## src/rtl/fp_to_int.sv

```systemverilog
// bfloat16 -> int32/uint32 converter (round-to-nearest-even, saturating).
// Latency 3 cycles (decode, align, round/saturate), throughput 1 per cycle.
// Backpressure: one global stall (out_valid_o & ~out_ready_i) freezes every stage; in_ready_o = ~stall.
// Optional macro FP_TO_INT_FLAGS_EN adds the registered invalid_o / inexact_o outputs.
module fp_to_int #(
  parameter logic ZERO_ON_NAN = 1'b0
) (
  input  logic        clk_i,
  input  logic        rst_i,
  input  logic        in_valid_i,
  output logic        in_ready_o,
  input  logic [15:0] fp_i,
  input  logic        mode_i,
  output logic        out_valid_o,
  input  logic        out_ready_i,
  output logic [31:0] int_o
`ifdef FP_TO_INT_FLAGS_EN
  ,
  output logic        invalid_o,
  output logic        inexact_o
`endif
);

  typedef enum logic [1:0] {CLS_ZERO, CLS_NORM, CLS_INF, CLS_NAN} cls_e;

  logic stall;
  logic adv;
  assign stall      = out_valid_o & ~out_ready_i;
  assign adv        = ~stall;
  assign in_ready_o = adv;

  // ---------------- S1: decode ----------------
  logic        [7:0] exp_w;
  logic signed [8:0] s1_e_d;
  cls_e              s1_cls_d;

  logic              s1_vld_q, s1_sign_q, s1_mode_q;
  logic signed [8:0] s1_e_q;
  logic        [6:0] s1_mant_q;
  cls_e              s1_cls_q;

  assign exp_w  = fp_i[14:7];
  assign s1_e_d = $signed({1'b0, exp_w}) - 9'sd127;

  // Classify the operand; denormals are flushed to zero.
  always_comb begin
    s1_cls_d = CLS_NORM;
    if (exp_w == 8'd0)        s1_cls_d = CLS_ZERO;
    else if (exp_w == 8'hFF)  s1_cls_d = (fp_i[6:0] == 7'd0) ? CLS_INF : CLS_NAN;
  end

  // Stage 1 register: captures the operand on accept.
  always_ff @(posedge clk_i) begin
    if (rst_i) begin
      s1_vld_q <= 1'b0;
    end else if (adv) begin
      s1_vld_q <= in_valid_i;
      if (in_valid_i) begin
        s1_sign_q <= fp_i[15];
        s1_mode_q <= mode_i;
        s1_e_q    <= s1_e_d;
        s1_mant_q <= fp_i[6:0];
        s1_cls_q  <= s1_cls_d;
      end
    end
  end

  // ---------------- S2: align ----------------
  logic [7:0]  sig;
  logic [15:0] rsh;
  logic [31:0] s2_mag_d;
  logic        s2_g_d, s2_s_d;

  logic              s2_vld_q, s2_sign_q, s2_mode_q, s2_mant_nz_q, s2_g_q, s2_s_q;
  logic signed [8:0] s2_e_q;
  logic       [31:0] s2_mag_q;
  cls_e              s2_cls_q;

  assign sig = {1'b1, s1_mant_q};

  // Place the significand in the integer field and collect guard/sticky bits.
  always_comb begin
    s2_mag_d = '0;
    s2_g_d   = 1'b0;
    s2_s_d   = 1'b0;
    rsh      = '0;
    if (s1_cls_q == CLS_NORM) begin
      if (s1_e_q > 9'sd31) begin
        s2_mag_d = '1;  // out of range; S3 saturates, value only needs to be nonzero
      end else if (s1_e_q >= 9'sd7) begin
        s2_mag_d = {24'd0, sig} << (s1_e_q[4:0] - 5'd7);
      end else if (s1_e_q >= 9'sd0) begin
        rsh      = {sig, 8'd0} >> (3'd7 - s1_e_q[2:0]);
        s2_mag_d = {24'd0, rsh[15:8]};
        s2_g_d   = rsh[7];
        s2_s_d   = |rsh[6:0];
      end else if (s1_e_q == -9'sd1) begin
        s2_g_d = 1'b1;
        s2_s_d = |s1_mant_q;
      end else begin
        s2_s_d = 1'b1;
      end
    end
  end

  // Stage 2 register: aligned magnitude plus the context S3 needs to saturate.
  always_ff @(posedge clk_i) begin
    if (rst_i) begin
      s2_vld_q <= 1'b0;
    end else if (adv) begin
      s2_vld_q <= s1_vld_q;
      if (s1_vld_q) begin
        s2_sign_q    <= s1_sign_q;
        s2_mode_q    <= s1_mode_q;
        s2_e_q       <= s1_e_q;
        s2_mant_nz_q <= |s1_mant_q;
        s2_cls_q     <= s1_cls_q;
        s2_mag_q     <= s2_mag_d;
        s2_g_q       <= s2_g_d;
        s2_s_q       <= s2_s_d;
      end
    end
  end

  // ---------------- S3: round / saturate ----------------
  logic        inc;
  logic [31:0] mag_r;
  logic [31:0] s3_int_d;
  logic        s3_inv_d, s3_inx_d;

  logic        s3_vld_q;
  logic [31:0] s3_int_q;

  // RNE only fires when the magnitude is below 256, so the add never wraps.
  assign inc   = s2_g_q & (s2_s_q | s2_mag_q[0]);
  assign mag_r = s2_mag_q + {31'd0, inc};

  // Select the rounded value or the saturation constant and derive the flags.
  always_comb begin
    s3_int_d = '0;
    s3_inv_d = 1'b0;
    unique case (s2_cls_q)
      CLS_ZERO: s3_int_d = '0;
      CLS_NAN: begin
        s3_inv_d = 1'b1;
        if (!ZERO_ON_NAN) s3_int_d = s2_mode_q ? 32'hFFFF_FFFF : 32'h7FFF_FFFF;
      end
      CLS_INF: begin
        s3_inv_d = 1'b1;
        if (s2_mode_q) s3_int_d = s2_sign_q ? 32'h0000_0000 : 32'hFFFF_FFFF;
        else           s3_int_d = s2_sign_q ? 32'h8000_0000 : 32'h7FFF_FFFF;
      end
      default: begin
        if (!s2_mode_q) begin
          if (!s2_sign_q) begin
            if (s2_e_q >= 9'sd31) begin
              s3_int_d = 32'h7FFF_FFFF;
              s3_inv_d = 1'b1;
            end else begin
              s3_int_d = mag_r;
            end
          end else if (s2_e_q > 9'sd31 || (s2_e_q == 9'sd31 && s2_mant_nz_q)) begin
            s3_int_d = 32'h8000_0000;
            s3_inv_d = 1'b1;
          end else begin
            s3_int_d = -mag_r;  // -2^31 exactly negates to itself
          end
        end else begin
          if (!s2_sign_q) begin
            if (s2_e_q >= 9'sd32) begin
              s3_int_d = 32'hFFFF_FFFF;
              s3_inv_d = 1'b1;
            end else begin
              s3_int_d = mag_r;
            end
          end else begin
            s3_int_d = '0;
            s3_inv_d = (s2_e_q >= 9'sd32) || (mag_r != 32'd0);
          end
        end
      end
    endcase
    s3_inx_d = (s2_g_q | s2_s_q) & ~s3_inv_d;
  end

  // Output register: holds its value while stalled.
  always_ff @(posedge clk_i) begin
    if (rst_i) begin
      s3_vld_q <= 1'b0;
      s3_int_q <= '0;
    end else if (adv) begin
      s3_vld_q <= s2_vld_q;
      if (s2_vld_q) s3_int_q <= s3_int_d;
    end
  end

  assign out_valid_o = s3_vld_q;
  assign int_o       = s3_int_q;

`ifdef FP_TO_INT_FLAGS_EN
  logic s3_inv_q, s3_inx_q;

  // Flag register travels alongside the integer result.
  always_ff @(posedge clk_i) begin
    if (rst_i) begin
      s3_inv_q <= 1'b0;
      s3_inx_q <= 1'b0;
    end else if (adv && s2_vld_q) begin
      s3_inv_q <= s3_inv_d;
      s3_inx_q <= s3_inx_d;
    end
  end

  assign invalid_o = s3_inv_q;
  assign inexact_o = s3_inx_q;
`else
  logic unused_flags;
  assign unused_flags = s3_inv_d ^ s3_inx_d;
`endif

endmodule

```

## config.mk

```make
export PLATFORM = sky130hd
export DESIGN_NAME = fp_to_int
export DESIGN_NICKNAME = d
export VERILOG_FILES = /design/src/rtl/fp_to_int.sv
export SDC_FILE = /design/constraint.sdc
export NUM_CORES = 1
export LEC_CHECK = 0
export ABC_AREA = 1
export CAP_MARGIN = 20
export CORE_MARGIN = 2
export CORE_UTILIZATION = 46
export DETAILED_ROUTE_END_ITERATION = 8
export PLACE_DENSITY_LB_ADDON = 0.05
export SYNTH_ARGS = -nofsm -noshare
export SYNTH_HDL_FRONTEND = slang
export SYNTH_SLANG_ARGS = --single-unit
```

## constraint.sdc

```tcl
create_clock -name clk_i -period 8.6 [get_ports clk_i]
set_input_delay 1.29 -clock clk_i [delete_from_list [all_inputs] [get_ports clk_i]]
set_output_delay 1.29 -clock clk_i [all_outputs]
set_load 0.1 [all_outputs]
```

Word level (Yosys, flattened, before mapping)
Index checks and enable logic that the tools add are counted.
Word-level totals
  register bits after elaboration: 103
  output and inout bits: 34
  logic and storage cells: 77
Operators by class
  add/subtract/negate cells: 5
  order comparisons: 6
  equal/unequal tests: 6
  shift operators: 2
  muxes and demuxes: 20
  bitwise logic cells: 8
  reductions and logical operators: 12
Operators by type and width (number)
  32-bit 2-to-1 mux: 12
  32-bit one-hot mux with 3 select lines: 1
  32-bit by 1-bit adder with 32-bit output: 1
  32-bit negation: 1
  8-bit by 5-bit << shifter with 32-bit output: 1
  9-bit by 6-bit > comparator with 1-bit output (second input constant): 2
  16-bit by 3-bit right shift with 16-bit output: 1
  7-bit OR reduction: 2
  9-bit by 1-bit == test with 1-bit output (second input constant): 1
  9-bit by 6-bit == test with 1-bit output (second input constant): 1
  9-bit by 1-bit >= comparator with 1-bit output (second input constant): 1
  9-bit by 4-bit >= comparator with 1-bit output (second input constant): 1
  9-bit by 6-bit >= comparator with 1-bit output (second input constant): 1
  9-bit by 7-bit >= comparator with 1-bit output (second input constant): 1
  8-bit by 7-bit subtractor with 9-bit output (second input constant): 1
  8-bit == test (second input constant): 1
  8-bit zero test: 1
  8-bit 2-to-1 mux: 1
  7-bit zero test: 1
  1-bit 2-to-1 mux: 6
  3-bit AND reduction: 2
  1-bit NOT: 5
  5-bit by 3-bit subtractor with 5-bit output (second input constant): 1
  2-bit == test (second input constant): 2
  other kinds (10): 11

Depth between registers and ports, before layout
  depth in word-level cells: 8
  mapped depth: 21
  mapped depth without buffers: 21

Least setup slack after synthesis
OpenSTA, ideal clock, no wires.
  kind: input -> register
  from: in out_ready_i
  to: reg s2_cls_q[0] (enable)
  data arrival time: 4193 ps
  data required time: 8146 ps
  slack: 3953 ps
  stages on the path: 4
  path buffers: 0
  cell sequence: nor2_1 > inv_1 > nand2_1 > nor2_1
Between the ends
  word-level cells in the longest chain between the ends: 4
RTL lines
  start, declared: RTL line 15  | input logic out_ready_i,
  1-bit NOT: RTL line 28  | assign stall = out_valid_o & ~out_ready_i;
  1-bit bitwise AND: RTL line 28
  1-bit NOT (no line)
  via in_ready_o: RTL line 11  | output logic in_ready_o,
  3-bit AND reduction (no line)
  end signal, assigned: RTL line 117  | s2_cls_q <= s1_cls_q;
  end, declared: RTL line 77  | cls_e s2_cls_q;
The timed path passes the listed nets, and every way through them passes these cells.
A chain may end at the register's enable or synchronous reset.

Worst setup path in the final report
  from: in out_ready_i
  to: out in_ready_o
Between the ends
  word-level cells in the longest chain between the ends: 3
RTL lines (RTL line)
  1-bit NOT: 28
  1-bit bitwise AND: 28
  1-bit NOT (no line)
  end, declared: 11
Every way passes these cells.

==> metrics.txt <==
fmax 229 MHz; Root Buffer clkbuf_16; final std cells w/o fill 1409; Commonest cells post-synth 342 x nand2_1, 139 x o21ai_0, 116 x nor2_1; Placed Cells around 1400; post-CTS sizing 0; Req. time, crit path 7310 ps; final count of hold timing violations 0; core region area 0.0165 mm2; Clk Latency, worst-skew pair 360 ps; routed vias/inst 5.30; Final GP Congestion 0.888; Clock Tree Buf Depth 2; final worst slack between 4000 and 5000 ps; element type at the critical path start input port; layout cell share with drive strength beyond 1 6.64%; max-slew violations 0; DRT Pass-1 Iters 5; Routed Antenna Nets 0; Hold Path Stages 0; worst r2r path cells 9; Die Y 133 um; Arr. time, crit path 3080 ps; routed vias 7468; Place WS between 4000 and 5000 ps; hpwl dp between 15000 and 20000 um; CTS Sinks 103; initial antenna violation count 0; final core occ 53.1%; Worst Clk Skew around 13 ps; Crit Path Class input port to output pin; synthesized flop and latch total 103; r2r endpoint s2_mag_q[18]; maximum number of pins on one net before global-route repair 49; die extent in x 133 um; post-synthesis cell type count 47; Num CTS Buffers 9; htree depth 3; top_reg_cell synth edfxtp_1; count of flip-flops with a built-in enable after synthesis 68; outcome completed; Synth-to-Final Area Change 13.5%; Cells after Synth 1157; GR Overflow Total 0; final wirelength 20300 um; Cell Rows 47; Yosys top cell area share about a quarter; hold_sp s1_sign_q; setup bufs post-CTS 0; reg2reg setup slack 5290 ps; clock slew at reported path FFs 80 ps; worst hold endpoint s2_sign_q; number of global-route vias before repair ~7000; Leak 3.57 nW; Ports 55; Post-Synthesis Cell Area 0.00770 mm2; Setup-failing EPs final 0; mean area per synthesized cell about 6.7 um2; overall power 1.27 mW; ant diodes 0; initial core utilization 46.8%; Slew HR 29.6%; first-pass GRT wire length 33900 um; Peak VDD IR 0.0879 mV; PD cells 145 mW/mm2; Max-Cap Viols 0; Setup crit end kind output pin; Hold Crit Class register to register; CTS tree done; ys async rst share 0%; Final Hold Slack 423 ps; CTS Hold Bufs 0; Area after DPL 0.00840 mm2; syn nets 1189; min Tclk post-route approximately 4400 ps; total negative slack 0 ps; drt wl/cell 14.4 um; crit share post-route 50.8%; DIE AREA about 0.018 mm2; Layout Nets roughly 1200; Final Instance Area 0.00874 mm2; initial DRC count 528; DR DRC count 0; Seq/Total Area, Yosys 35.6%; GR Util All Layers 23.5%; cell accounting for the most synthesized area edfxtp_1; RSZ-0062 raised after global routing false; worst-path maximum fanout 4; measured slew at the worst slew-check pin around 1100 ps; Yosys Warn Count 0; top-count cell post-synth nand2_1; top post-synthesis cells by area edfxtp_1 27%, nand2_1 17%, dfxtp_1 9.1%, o21ai_0 9.0%, nor2_1 5.7%; PortBufs between 50 and 60; reg2reg start s1_e_q[0]
kinds of logic (layout without fill, tap and decap cells):
kind of cell / after synthesis / in the layout / share of synthesized area (%)
buffers and inverters: 159 / 191 / 7.91
muxes: 2 / 2 / 0.260
AOI/OAI and AO/OA: 255 / 255 / 17.7
and+or+nand+nor: 613 / 613 / 35.2
xor gates and xnor gates: 14 / 14 / 1.59
DFF: 103 / 103 / 35.6
adders and majority gates: 11 / 11 / 1.79
registers in the layout (all words and copies together), names as in the netlist, 2 cells and up:
| signal | flops |
|---|---|
| s1_e_q | 9 |
| s1_mant_q | 7 |
| int_o | 32 |
| s2_cls_q | 2 |
| s2_mag_q | 32 |
| s2_e_q | 9 |
| s1_cls_q | 2 |
cells in the final DEF, fill, tap and decap left out, types with 7 or more instances in the layout:
cell / count
o21ai_1: 9
inv_1: 113
nor3_1: 13
nand3_1: 66
nand4_1: 13
nand2_2: 13
nand2_1: 342
xor2_1: 12
a31oi_1: 7
a21oi_1: 73
nand3b_1: 10
nor2_1: 112
a22oi_1: 7
o21ai_0: 139
clkbuf_16: 10
nor2_2: 17
dfxtp_1: 35
ha_1: 11
nor2_4: 10
clkdlybuf4s50_1: 54
edfxtp_1: 68
layer usage:
layer / up-vias / wire (um) / part of all wire, % / global-route usage [%]
li1: 3907 / - / - / -
met1: 3404 / 9400 / 46 / 31.0
met2: 134 / 9940 / 49 / 40.9
met3: 23 / 568 / 2.8 / 2.21
met4: 0 / 366 / 1.8 / 7.39
met5: - / 0 / 0 / 0
worst max-delay path, stage by stage:
cell and delay, ps:
clkdlybuf4s50_1 450, nor2_1 70, inv_1 110, clkdlybuf4s50_1 1140
worst max-delay path by stage:
stage | slack [ps] | end | start | cells after the start
5_1_grt | 4180 | in_ready_o | out_ready_i | 4
3_3_place_gp | 4260 | in_ready_o | out_ready_i | 4
6_report | 4230 | in_ready_o | out_ready_i | 4
2_1_floorplan | 3950 | s2_cls_q[0] | out_ready_i | 4
4_1_cts | 4230 | in_ready_o | out_ready_i | 4
3_5_place_dp | 4240 | in_ready_o | out_ready_i | 4
cell type report:
class                      instances  area, um2
inverter                         116        435
sequential                       103       2740
clock inverter                     6       93.8
fill                            1676       7720
multi-input combinational        895       4370
tap                              220        275
timing repair buffer              59        578
clock buffer                      10        250
report_power, final:
group / switching [mW] / internal (mW)
logic: 0.183 / 0.0679
registers: 0.0188 / 0.551
clock network: 0.193 / 0.253
total: 0.395 / 0.872
No activity file was read; power rests on OpenSTA's default activity.
